<file path="config.mk">
export PLATFORM = sky130hd
export DESIGN_NAME = default_add_pipe_flat
export DESIGN_NICKNAME = d
export VERILOG_FILES = /design/src/rtl/default_add_pkg.sv /design/src/rtl/default_add_pipe_if.sv /design/src/rtl/default_add_lane.sv /design/src/rtl/default_add_pipe.sv /design/src/flat_wrapper.sv
export SDC_FILE = /design/constraint.sdc
export NUM_CORES = 1
export LEC_CHECK = 0
export BUFFER_PORTS_ARGS = -buffer_cell sky130_fd_sc_hd__buf_2
export CAP_MARGIN = 0
export CORE_MARGIN = 1.5
export CORE_UTILIZATION = 35
export DETAILED_ROUTE_END_ITERATION = 8
export PLACE_DENSITY = 0.65
export SYNTH_ARGS = -nofsm -noshare
export SYNTH_HDL_FRONTEND = slang
export SYNTH_SLANG_ARGS = --single-unit
</file>
<file path="constraint.sdc">
create_clock -name clk -period 7.4 [get_ports clk]
set_input_delay 1.48 -clock clk [delete_from_list [all_inputs] [get_ports clk]]
set_output_delay 1.48 -clock clk [all_outputs]
set_load 0.02 [all_outputs]
</file>
<file path="src/rtl/default_add_pkg.sv">
// Shared types and width helpers for the default-operand adder pipeline.
package default_add_pkg;

    typedef enum logic [1:0] {
        MODE_ADD  = 2'd0,
        MODE_SAT  = 2'd1,
        MODE_ACC  = 2'd2,
        MODE_RSVD = 2'd3
    } mode_e;

    function automatic int sum_width(input int width);
        return width + 1;
    endfunction

    function automatic longint max_unsigned(input int width);
        return (longint'(1) << width) - 1;
    endfunction

endpackage

</file>
<file path="src/rtl/default_add_pipe_if.sv">
// Input beat and result stream of the default-operand adder pipeline.
interface default_add_pipe_if #(
    parameter int WIDTH = 8,
    parameter int LANES = 4
);
    import default_add_pkg::*;

    logic                                in_valid;
    logic                                in_ready;
    logic [LANES*WIDTH-1:0]              a;
    logic [LANES*WIDTH-1:0]              b;
    logic [LANES-1:0]                    b_en;
    logic [1:0]                          mode;
    logic                                acc_clr;
    logic                                out_valid;
    logic                                out_ready;
    logic [LANES*sum_width(WIDTH)-1:0]   sum;
    logic [LANES-1:0]                    ovf;

    modport master (
        output in_valid, a, b, b_en, mode, acc_clr, out_ready,
        input  in_ready, out_valid, sum, ovf
    );

    modport slave (
        input  in_valid, a, b, b_en, mode, acc_clr, out_ready,
        output in_ready, out_valid, sum, ovf
    );

endinterface

</file>
<file path="src/rtl/default_add_lane.sv">
// One lane: operand defaulting, add / saturate / accumulate, and the lane accumulator.
module default_add_lane
    import default_add_pkg::*;
#(
    parameter int WIDTH     = 8,
    parameter int DEFAULT_B = 10
) (
    input  logic             clk,
    input  logic             rst_n,
    input  logic [WIDTH-1:0] a,
    input  logic [WIDTH-1:0] b,
    input  logic             b_en,
    input  mode_e            mode,
    input  logic             acc_clr,
    input  logic             accept,
    output logic [WIDTH:0]   sum,
    output logic             ovf
);

    localparam logic [WIDTH:0] SAT_MAX = {1'b0, {WIDTH{1'b1}}};
    localparam logic [WIDTH:0] ACC_MAX = '1;

    logic [WIDTH-1:0] b_eff;
    logic [WIDTH:0]   raw;
    logic [WIDTH:0]   acc;
    logic [WIDTH:0]   acc_base;
    logic [WIDTH+1:0] acc_full;
    logic             acc_clip;
    logic [WIDTH:0]   acc_next;

    assign b_eff    = b_en ? b : WIDTH'(DEFAULT_B);
    assign raw      = {1'b0, a} + {1'b0, b_eff};
    // A same-cycle clear wins over the stored value, so clear-then-add falls out naturally.
    assign acc_base = acc_clr ? '0 : acc;
    assign acc_full = {1'b0, acc_base} + {1'b0, raw};
    assign acc_clip = acc_full[WIDTH+1];
    assign acc_next = acc_clip ? ACC_MAX : acc_full[WIDTH:0];

    always_comb begin
        sum = raw;
        ovf = 1'b0;
        case (mode)
            MODE_SAT: begin
                if (raw[WIDTH]) begin
                    sum = SAT_MAX;
                    ovf = 1'b1;
                end
            end
            MODE_ACC: begin
                sum = acc_next;
                ovf = acc_clip;
            end
            default: begin
                sum = raw;
                ovf = 1'b0;
            end
        endcase
    end

    always_ff @(posedge clk or negedge rst_n) begin
        if (!rst_n) begin
            acc <= '0;
        end else if (accept && mode == MODE_ACC) begin
            acc <= acc_next;
        end else if (acc_clr) begin
            acc <= '0;
        end
    end

endmodule

</file>
<file path="src/rtl/default_add_pipe.sv">
// Multi-lane pipelined adder with per-lane default operand; all stages stall together.
module default_add_pipe
    import default_add_pkg::*;
#(
    parameter int WIDTH     = 8,
    parameter int LANES     = 4,
    parameter int DEFAULT_B = 10,
    parameter int STAGES    = 2
) (
    input  logic              clk,
    input  logic              rst_n,
    default_add_pipe_if.slave bus
);

    localparam int SW = sum_width(WIDTH);

    if (STAGES < 1 || STAGES > 4) begin : g_bad_stages
        $error("default_add_pipe: STAGES must be in 1..4");
    end
    if (longint'(DEFAULT_B) > max_unsigned(WIDTH) || DEFAULT_B < 0) begin : g_bad_default
        $error("default_add_pipe: DEFAULT_B does not fit in WIDTH bits");
    end

    logic                    en;
    logic                    accept;
    mode_e                   beat_mode;
    logic [LANES*SW-1:0]     s1_sum;
    logic [LANES-1:0]        s1_ovf;
    logic [LANES*SW-1:0]     pipe_sum [STAGES];
    logic [LANES-1:0]        pipe_ovf [STAGES];
    logic [STAGES-1:0]       pipe_vld;

    assign en           = !pipe_vld[STAGES-1] || bus.out_ready;
    assign accept       = bus.in_valid && en;
    assign beat_mode    = mode_e'(bus.mode);
    assign bus.in_ready = en;

    for (genvar i = 0; i < LANES; i++) begin : g_lane
        default_add_lane #(
            .WIDTH     (WIDTH),
            .DEFAULT_B (DEFAULT_B)
        ) u_lane (
            .clk     (clk),
            .rst_n   (rst_n),
            .a       (bus.a[i*WIDTH +: WIDTH]),
            .b       (bus.b[i*WIDTH +: WIDTH]),
            .b_en    (bus.b_en[i]),
            .mode    (beat_mode),
            .acc_clr (bus.acc_clr),
            .accept  (accept),
            .sum     (s1_sum[i*SW +: SW]),
            .ovf     (s1_ovf[i])
        );
    end

    // Stage 0 captures the lane results; later stages only delay them, bubbles included.
    always_ff @(posedge clk or negedge rst_n) begin
        if (!rst_n) begin
            pipe_vld <= '0;
            for (int s = 0; s < STAGES; s++) begin
                pipe_sum[s] <= '0;
                pipe_ovf[s] <= '0;
            end
        end else if (en) begin
            pipe_vld[0] <= bus.in_valid;
            pipe_sum[0] <= s1_sum;
            pipe_ovf[0] <= s1_ovf;
            for (int s = 1; s < STAGES; s++) begin
                pipe_vld[s] <= pipe_vld[s-1];
                pipe_sum[s] <= pipe_sum[s-1];
                pipe_ovf[s] <= pipe_ovf[s-1];
            end
        end
    end

    assign bus.out_valid = pipe_vld[STAGES-1];
    assign bus.sum       = pipe_sum[STAGES-1];
    assign bus.ovf       = pipe_ovf[STAGES-1];

endmodule

</file>
<file path="src/flat_wrapper.sv">
// flat-port wrapper written by rule: the top's interface ports become plain ports
module default_add_pipe_flat import default_add_pkg::*;
#(
    parameter int WIDTH     = 8,
    parameter int LANES     = 4,
    parameter int DEFAULT_B = 10,
    parameter int STAGES    = 2
)
  (clk, rst_n, bus_in_valid, bus_a, bus_b, bus_b_en, bus_mode, bus_acc_clr, bus_out_ready, bus_in_ready, bus_out_valid, bus_sum, bus_ovf);
  default_add_pipe_if #(.WIDTH(WIDTH), .LANES(LANES)) bus_i ();
  input  logic clk;
  input  logic rst_n;
  input wire logic [$bits(bus_i.in_valid)-1:0] bus_in_valid;
  input wire logic [$bits(bus_i.a)-1:0] bus_a;
  input wire logic [$bits(bus_i.b)-1:0] bus_b;
  input wire logic [$bits(bus_i.b_en)-1:0] bus_b_en;
  input wire logic [$bits(bus_i.mode)-1:0] bus_mode;
  input wire logic [$bits(bus_i.acc_clr)-1:0] bus_acc_clr;
  input wire logic [$bits(bus_i.out_ready)-1:0] bus_out_ready;
  output wire logic [$bits(bus_i.in_ready)-1:0] bus_in_ready;
  output wire logic [$bits(bus_i.out_valid)-1:0] bus_out_valid;
  output wire logic [$bits(bus_i.sum)-1:0] bus_sum;
  output wire logic [$bits(bus_i.ovf)-1:0] bus_ovf;
  assign bus_i.in_valid = bus_in_valid;
  assign bus_i.a = bus_a;
  assign bus_i.b = bus_b;
  assign bus_i.b_en = bus_b_en;
  assign bus_i.mode = bus_mode;
  assign bus_i.acc_clr = bus_acc_clr;
  assign bus_i.out_ready = bus_out_ready;
  assign bus_in_ready = bus_i.in_ready;
  assign bus_out_valid = bus_i.out_valid;
  assign bus_sum = bus_i.sum;
  assign bus_ovf = bus_i.ovf;
  default_add_pipe #(.WIDTH(WIDTH), .LANES(LANES), .DEFAULT_B(DEFAULT_B), .STAGES(STAGES)) u_core (.clk(clk), .rst_n(rst_n), .bus(bus_i));
endmodule
</file>
# Yosys cells after proc, flatten, opt, wreduce, memory -nomap -nowiden
# Cells that the tools add are included.
# totals
out_inout_bits,42
elab_cells,55
regBits,118
# classes
n_eq_ne,2
mux,32
n_addsub,8
n_reduce_logical,4
# op_table
cell,n
2-to-1 mux 9 bit,12
case mux 9 bit (2 select lines),4
2-to-1 mux 8 bit,8
adder 9 x 9 -> 10 bit,4
adder 8 x 8 -> 9 bit,4
case mux 1 bit (2 select lines),4
2-to-1 mux 1 bit,4
"equality test 2 x 1 -> 1 bit, second input constant",1
"equality test 2 bit, second input constant",1
logical AND 1 bit,2
logical NOT 1 bit,1
logical OR 1 bit,1

# Logic depth before layout (Yosys ltp)
# Gate-level depths: netlist of run 1.
# depth
ltp_word,5
depth_mapped,16
mapped_depth_nobuf,16

# Cells and area by module
# From an unflattened synthesis of run 1, not the netlist that was laid out.
# hier_totals
hier_cells,911
hier_area_um2,9018.6
# modules_own_cells
mod,cells_per_inst,instances,area_each_um2,seq_area_each_um2
default_add_pipe,215,1,3593.4,2052.0
default_add_lane at u_core.g_lane[1].u_lane ...,179,2,1392.6,225.2
default_add_lane at u_core.g_lane[3].u_lane,173,1,1325.0,225.2
default_add_lane at u_core.g_lane[0].u_lane,165,1,1315.0,225.2

# Worst setup path before layout of run 1
# OpenSTA, ideal clock, no wires.
# synth_path
path_kind,in2reg
from,input port bus_b[0]
to,register u_core.pipe_sum[43] (netlist name)
cell_stages,15
path_slack_ns,2.777
setup_ns,0.124
n_path_buf,0
required_ns,7.276
arrival_time_ns,4.499
path_cell_list,and2_1 > ha_1 > inv_1 > fa_1 > nor2b_1 > o21a_1 > o311a_1 > a211oi_1 > ha_1 > a211o_1 > a211o_1 > a31o_2 > and2_1 > o21a_1 > a211o_1
# synth_between
elab_chain_cells,5
elab_cells_between_ends,6
# synth_lines
element,line,text
"start, declared",flat_wrapper.sv:15,input wire logic [$bits(bus_i.b)-1:0] bus_b;
2-to-1 mux 8 bit (*),default_add_lane.sv:31,assign b_eff = b_en ? b : WIDTH'(DEFAULT_B);
adder 8 x 8 -> 9 bit (*),default_add_lane.sv:32,"assign raw = {1'b0, a} + {1'b0, b_eff};"
adder 9 x 9 -> 10 bit,default_add_lane.sv:35,"assign acc_full = {1'b0, acc_base} + {1'b0, raw};"
2-to-1 mux 9 bit,default_add_lane.sv:37,assign acc_next = acc_clip ? ACC_MAX : acc_full[WIDTH:0];
case mux 9 bit (2 select lines) (*),default_add_lane.sv:42,case (mode)
"end signal, assigned by index",default_add_pipe.sv:70,pipe_sum[s] <= pipe_sum[s-1];
"end, declared",default_add_pipe.sv:29,logic [LANES*SW-1:0] pipe_sum [STAGES];
# Mark *: on every way between the ends. The rest lies on a longest branch, timed or not.
# A chain may end at the register's enable or synchronous reset.

# Worst setup path in the final report of run 1
# layout_path
from,input port bus_b_en[1]
to,register u_core.pipe_sum[52] (netlist name)
# layout_between
elab_chain_cells,5
elab_cells_between_ends,6
# layout_lines
element,line,text
"start, declared",flat_wrapper.sv:16,input wire logic [$bits(bus_i.b_en)-1:0] bus_b_en;
2-to-1 mux 8 bit (*),default_add_lane.sv:31,
adder 8 x 8 -> 9 bit (*),default_add_lane.sv:32,
adder 9 x 9 -> 10 bit,default_add_lane.sv:35,
2-to-1 mux 9 bit,default_add_lane.sv:37,
case mux 9 bit (2 select lines) (*),default_add_lane.sv:42,
# Marked as above.

==> key figures, run 1 <==
Status
  • Status: finished, final reports clean

Clocking
  • Worst skew pair latency: 0.42 ns
  • Total clock sinks: 118
  • Max Root-Sink Buffers: 2
  • Root Buffer: clkbuf_16
  • CTS tree: yes
  • Worst-path clk slew: 0.05 ns
  • Htree depth: 4
  • Post-cts resize count: 0
  • Cts bufs inserted: 17
  • Post-CTS Setup Repair Bufs: 0
  • Hold_buf cts: 0

Worst setup path
  • Crit path top cell by count: and2_1
  • CP max stage cell: a221o_1
  • CP bufs+invs: 2
  • Ordered cell list for the critical path: buf_2, and2_1, ha_1, inv_1, fa_1, nor2b_1, o21ai_0, a21oi_1, or3_1, and2_1, ha_1, a211oi_1, o211ai_1, a221o_1, and2_1, o21ai_0, o2111ai_1
  • Register-to-Register Path Depth: 9
  • Delay-heaviest family, CP: compound AO/OA/AOI/OAI gates
  • Crit end category: flip-flop
  • Setup CP Type: primary input to flip-flop
  • Critical path data required time: 7.66 ns
  • Worst EP arrival: 5.01 ns
  • Critical Path Fanout Max: 12
  • R2r setup slk: 4.51 ns
  • Startpoint types: primary input
  • RR Endpoint: u_core.pipe_sum[62]
  • R2R Path Start: u_core.g_lane[2].u_lane.acc[0]
  • Max stage delay on crit path: 0.49 ns

Floorplan
  • Initial core utilization: 35.9%
  • Std-Cell Rows: 56
  • Total die area: 0.0251 mm²
  • CORE AREA: 0.0235 mm²
  • Die W: 158 µm
  • Die height: 158 µm
  • Ports: 117

STA
  • Slew headroom: 37.6%
  • Final WS setup: 2.65 ns
  • Fin crit period: 4.75 ns
  • Max-slew violations: 0
  • Final setup vio count: 0
  • Maximum clock rate: 0.210 GHz
  • Clk_skew: 0.0155 ns
  • RSZ-0062 raised after global routing: no
  • Worst Tran Pin Value: 0.936 ns
  • Fin. Hold Viols: 0
  • Final hold slack: 0.453 ns
  • Setup_tns: 0 ns
  • Period Utilization, post-route: 64.2%

Power and ir drop
  • Seq pwr share: 35.4%
  • Part of the power in combinational logic: 30.8%
  • NetSw: 822 µW
  • Power Dens Cells: 242 mW/mm²
  • Peak VDD IR: 0.138 mV
  • Switching Share: 35.3%
  • Static Leakage: 4.73 nW
  • P_int: 1.51 mW
  • Clock power frac: 33.7%

Global routing
  • First-pass GRT wire length: 34800 µm
  • Vias in the first global route: 6810
  • Initial antenna violation count: 0
  • Largest net degree at the start of global routing: 74
  • Global route total overflow: 0
  • GRT Total Usage: 17.6%

Synth
  • EDFF count, synth: 0
  • Synth Flop Type: dfrtp_1
  • Syn Nets: 1160
  • Yosys warning count: 0
  • Synth cell types: 62
  • Most common cell in the synthesized netlist: nand2_1
  • Top-area cell type share of the netlist area: 35.0%
  • Top cells by count, synth: nand2_1 (184), dfrtp_1 (118), o21ai_0 (92)
  • Mapped Cells: 1005
  • Largest area contributor in the netlist: dfrtp_1
  • Share of synthesized registers carrying an async set or reset: 100%
  • Synth area leaders: dfrtp_1 (35%), ha_1 (11%), nand2_1 (8.2%)
  • Syn_area_per_cell: 8.40 µm²
  • Number of synthesized register bits: 118
  • Post-synthesis sequential area ratio: 35.0%
  • Mapped Area: 0.00844 mm²

Placed design
  • Port-buffer cells: 116
  • HPWL after detailed placement: 15600 µm
  • GPL Wtd Cong: 0.907
  • Post-Place Worst Slack: 2.32 ns

Route
  • DR pass1 iterations: 5
  • Initial drt markers: 505
  • Antenna viol nets, final: 0
  • Final wirelength: 21100 µm
  • DR WL/cell: 15.1 µm
  • Vias: 7120
  • Residual DRC: 0
  • Via density: 5.07

Min path
  • Worst Hold Class: flip-flop to flip-flop
  • WHS Endpoint: u_core.pipe_vld[0]
  • Hold Path Depth: 2
  • Hold Path Origin: u_core.pipe_vld[0]

Cells and area
  • Final Util: 40.8%
  • N_diodes: 0
  • Fin nets: 1226
  • Area Growth Syn to Fin: 13.9%
  • Layout cells sized above 1: 15.1%

Run
  • MaxCap Viol Count: 0
## per-stage QoR
| stage | area [µm²] | power [mW] | std cells |
|---|---|---|---|
| 2_1_floorplan | 8440 | 1.40 | 1005 |
| 3_3_place_gp | 9050 | 1.55 | 1371 |
| 3_5_place_dp | 9050 | 1.55 | 1371 |
| 4_1_cts | 9610 | 2.35 | 1403 |
| 5_1_grt | 9610 | 2.48 | 1403 |
| 6_report | 9610 | 2.33 | 1403 |
## registers in the layout, summed over array words and instances (netlist names)
signal and count:
u_core.pipe_vld 2, u_core.pipe_ovf 4, u_core.pipe_sum 36, u_core.bus.sum 36
u_core.bus.ovf 4, u_core.g_lane.u_lane.acc 36
## power groups by stage
stage	clock network, mW	logic, mW	registers [mW]
after floorplan	0	0.580	0.816
after global placement	0	0.712	0.833
after detailed placement	0	0.719	0.836
after CTS	0.802	0.722	0.825
after global routing	0.830	0.807	0.840
final	0.785	0.718	0.825
## kinds of logic (layout without fill, tap and decap cells)
kind of cell / count (synthesis) / count (layout) / synth area share, %
AOI/OAI and AO/OA: 286 / 286 / 21.6
and+or+nand+nor: 381 / 381 / 20.5
DFF: 118 / 118 / 35.0
adders and majority gates: 80 / 80 / 12.6
buffers and inverters: 101 / 180 / 6.30
muxes: 3 / 3 / 0.385
xor gates and xnor gates: 36 / 36 / 3.74
## per-layer routing
| layer | up-vias | wire length [µm] | track usage, % |
|---|---|---|---|
| li1 | 3605 | - | - |
| met1 | 3318 | 10900 | 25.6 |
| met2 | 181 | 9180 | 27.2 |
| met3 | 16 | 865 | 2.69 |
| met4 | 0 | 208 | 4.90 |
| met5 | - | 0 | 0 |
## cells in the final DEF (no fill, tap or decap), types with 12 or more instances in the layout
master / netlist / routed
o21a_1: 12 / 12
ha_1: 72 / 72
a211oi_1: 23 / 23
nor2b_1: 41 / 40
xnor2_1: 27 / 27
and2_1: 32 / 32
nand2b_1: 14 / 14
a21o_1: 18 / 18
clkbuf_16: 0 / 17
a21oi_1: 58 / 58
inv_1: 24 / 24
nor2_1: 71 / 71
dfrtp_1: 118 / 118
o21ai_0: 92 / 92
buf_2: 2 / 115
nand2_1: 184 / 184
## how the worst max path moves through the flow
| stage | startpoint | end | depth (start not counted) |
|---|---|---|---|
| after floorplan | bus_b[0] | u_core.pipe_sum[43] | 15 |
| after global placement | bus_b_en[0] | u_core.pipe_sum[43] | 16 |
| after detailed placement | bus_b_en[0] | u_core.pipe_sum[43] | 16 |
| after CTS | bus_b_en[1] | u_core.pipe_sum[52] | 17 |
| after global routing | bus_b_en[1] | u_core.pipe_sum[52] | 16 |
| final | bus_b_en[1] | u_core.pipe_sum[52] | 17 |
## area by class of cell
type,instances,area (µm²)
Clock buffer,19,443
Tap cell,319,399
Sequential cell,118,2950
Multi-Input combinational cell,786,4970
Timing Repair Buffer,123,636
Clock inverter,13,121
Inverter,25,93.8
Fill cell,2425,13900
## worst min-delay path, stage by stage (launching register included)
cell,delay (ns)
dfrtp_1,0.33
nand2_1,0.05
nand2_1,0.04
(Power assumes the default switching activity.)
==> inputs of run 2 (changes only) <==
--- a/config.mk
+++ b/config.mk
@@ -10,7 +10,7 @@
 export CORE_MARGIN = 1.5
 export CORE_UTILIZATION = 35
 export DETAILED_ROUTE_END_ITERATION = 8
-export PLACE_DENSITY = 0.65
+export PLACE_DENSITY = 0.67
 export SYNTH_ARGS = -nofsm -noshare
 export SYNTH_HDL_FRONTEND = slang
 export SYNTH_SLANG_ARGS = --single-unit
==> constraint.sdc (replaced) <==
create_clock -name clk -period 4.1 [get_ports clk]
set_input_delay 0.82 -clock clk [delete_from_list [all_inputs] [get_ports clk]]
set_output_delay 0.82 -clock clk [all_outputs]
set_load 0.02 [all_outputs]
==> key figures, run 2 (same netlist as run 1, synthesis figures left out) <==
Clocking
  • Total clock sinks: 118
  • Htree depth: 4
  • Post-CTS Setup Repair Bufs: 0
  • Worst-path clk slew: 0.06 ns
  • Root Buffer: clkbuf_16
  • Worst skew pair latency: 0.42 ns
  • CTS tree: yes
  • Post-cts resize count: 0
  • Max Root-Sink Buffers: 2
  • Hold_buf cts: 0
  • Cts bufs inserted: 17

Placed design
  • GPL Wtd Cong: 0.880
  • Dpl cells: 1424
  • Port-buffer cells: 116
  • Post-Place Worst Slack: -0.0267 ns
  • HPWL after detailed placement: 16400 µm
  • DP Area: 0.00946 mm²

STA
  • Final WS setup: 0.354 ns
  • Maximum clock rate: 0.267 GHz
  • Period Utilization, post-route: 91.4%
  • Fin crit period: 3.75 ns
  • Worst Tran Pin Value: 0.826 ns
  • Slew headroom: 45.0%
  • Max-slew violations: 0
  • Fin. Hold Viols: 0
  • RSZ-0062 raised after global routing: no
  • Clk_skew: 0.00917 ns
  • Final setup vio count: 0

Cells and area
  • Commonest non-fill, non-tap cell in the layout: nand2_1
  • Layout cells sized above 1: 19.0%
  • Fillers: 2425
  • Fin nets: 1279
  • Final Util: 42.4%
  • Area Growth Syn to Fin: 18.4%
  • Design Area, Final: 0.00999 mm²
  • Finished Layout Cells: 1457
  • Commonest cells after routing, fill and taps aside: nand2_1 (184), dfrtp_1 (118), buf_2 (115)

Power and ir drop
  • Peak VDD IR: 0.327 mV
  • Static Leakage: 4.97 nW
  • Power Dens Cells: 419 mW/mm²

Route
  • Antenna viol nets, final: 0
  • Residual DRC: 0
  • Via density: 5.08
  • Vias: 7404
  • DR pass1 iterations: 5
  • DR WL/cell: 14.9 µm
  • Initial drt markers: 399
  • Final wirelength: 21700 µm

Floorplan
  • Die height: 158 µm
  • CORE AREA: 0.0235 mm²
  • Total die area: 0.0251 mm²
  • Die W: 158 µm
  • Std-Cell Rows: 56
  • Ports: 117
  • Initial core utilization: 35.9%

Worst setup path
  • Critical path data required time: 4.38 ns
  • R2R Path Start: u_core.g_lane[2].u_lane.acc[0]
  • Crit end category: flip-flop
  • Ordered cell list for the critical path: buf_2, and2_1, ha_1, fa_1, a211oi_1, o21ai_0, xor2_1, ha_1, a21o_1, a21o_1, a21oi_1, o21ai_1, buf_4, o21ai_0, a31oi_1
  • Critical Path Fanout Max: 12
  • Startpoint types: primary input
  • Critical Path Source: bus_b[24]
  • Setup CP Type: primary input to flip-flop
  • RR Endpoint: u_core.g_lane[2].u_lane.acc[8]
  • Register-to-Register Path Depth: 11
  • R2r setup slk: 1.33 ns
  • Critical path endpoint: u_core.pipe_sum[63]
  • Worst EP arrival: 4.03 ns
  • Max stage delay on crit path: 0.44 ns
  • CP max stage cell: fa_1

Run
  • MaxCap Viol Count: 0

Global routing
  • First-pass GRT wire length: 35400 µm
  • Largest net degree at the start of global routing: 75
  • Global route total overflow: 0
  • GRT Total Usage: 17.9%
  • Initial antenna violation count: 0
  • Vias in the first global route: 6960

Status
  • Status: finished, final reports clean

Min path
  • Worst Hold Class: flip-flop to flip-flop
-- run 2: changes by cell type in the layout (fill, tap and decap cells not counted), sizes merged --
cell and change:
clkbuf +1, buf +53, diode +1, clkinv +1, clkinvlp +2, bufinv -1
inv -3
-- run 2: metal layers --
metal / up-vias / part of all wire (%) / GRT usage (%)
met5: - / 0 / 0
met2: 207 / 42 / 26.3
li1: 3724 / - / -
met1: 3445 / 51 / 26.6
met3: 28 / 5.3 / 2.72
met4: 0 / 1.8 / 6.28
-- run 2: where the power goes --
group / total (mW) / switching (mW) / internal [mW]
Clock: 1.33 / 0.545 / 0.783
Sequential: 1.49 / 0.116 / 1.38
Combinational: 1.36 / 0.819 / 0.543
-- run 2: how the worst min path moves through the flow --
stage | start | to | slack [ns] | depth (start not counted)
5_1_grt | u_core.bus.sum[34] | u_core.bus.sum[34] | 0.48 | 2
4_1_cts | u_core.bus.sum[24] | u_core.bus.sum[24] | 0.46 | 2
3_5_place_dp | u_core.bus.sum[24] | u_core.bus.sum[24] | 0.45 | 2
3_3_place_gp | u_core.bus.sum[7] | u_core.bus.sum[7] | 0.45 | 2
2_1_floorplan | u_core.pipe_vld[0] | u_core.pipe_vld[0] | 0.43 | 2
6_report | u_core.bus.sum[24] | u_core.bus.sum[24] | 0.45 | 2
-- run 2: through the flow --
| stage | setup TNS, ns | hold slack [ns] | total power [mW] |
|---|---|---|---|
| floorplan | 0 | 0.430 | 2.52 |
| global placement | 0 | 0.446 | 2.85 |
| detailed placement | -0.0822 | 0.450 | 2.87 |
| CTS | 0 | 0.462 | 4.21 |
| global route | 0 | 0.479 | 4.44 |
| finish | 0 | 0.455 | 4.18 |
-- run 2: area by class of cell --
| cell class | instances | area [µm²] | area share, % |
|---|---|---|---|
| Multi-Input combinational cell | 786 | 4970 | 49.7 |
| Sequential cell | 118 | 2950 | 29.6 |
| Timing Repair Buffer | 176 | 1050 | 10.5 |
| Clock buffer | 20 | 447 | 4.47 |
| Tap cell | 319 | 399 | 3.99 |
| Inverter | 25 | 93.8 | 0.939 |
| Clock inverter | 12 | 81.3 | 0.814 |
| Antenna cell | 1 | 2.50 | 0.0250 |
-- run 2: critical path, delay by kind of cell --
kind / cells / cell delay (ns)
and+or+nand+nor: 1 / 0.14
buffers and inverters: 2 / 0.31
xor gates and xnor gates: 1 / 0.29
AOI/OAI and AO/OA: 8 / 1.53
adders and majority gates: 3 / 0.94
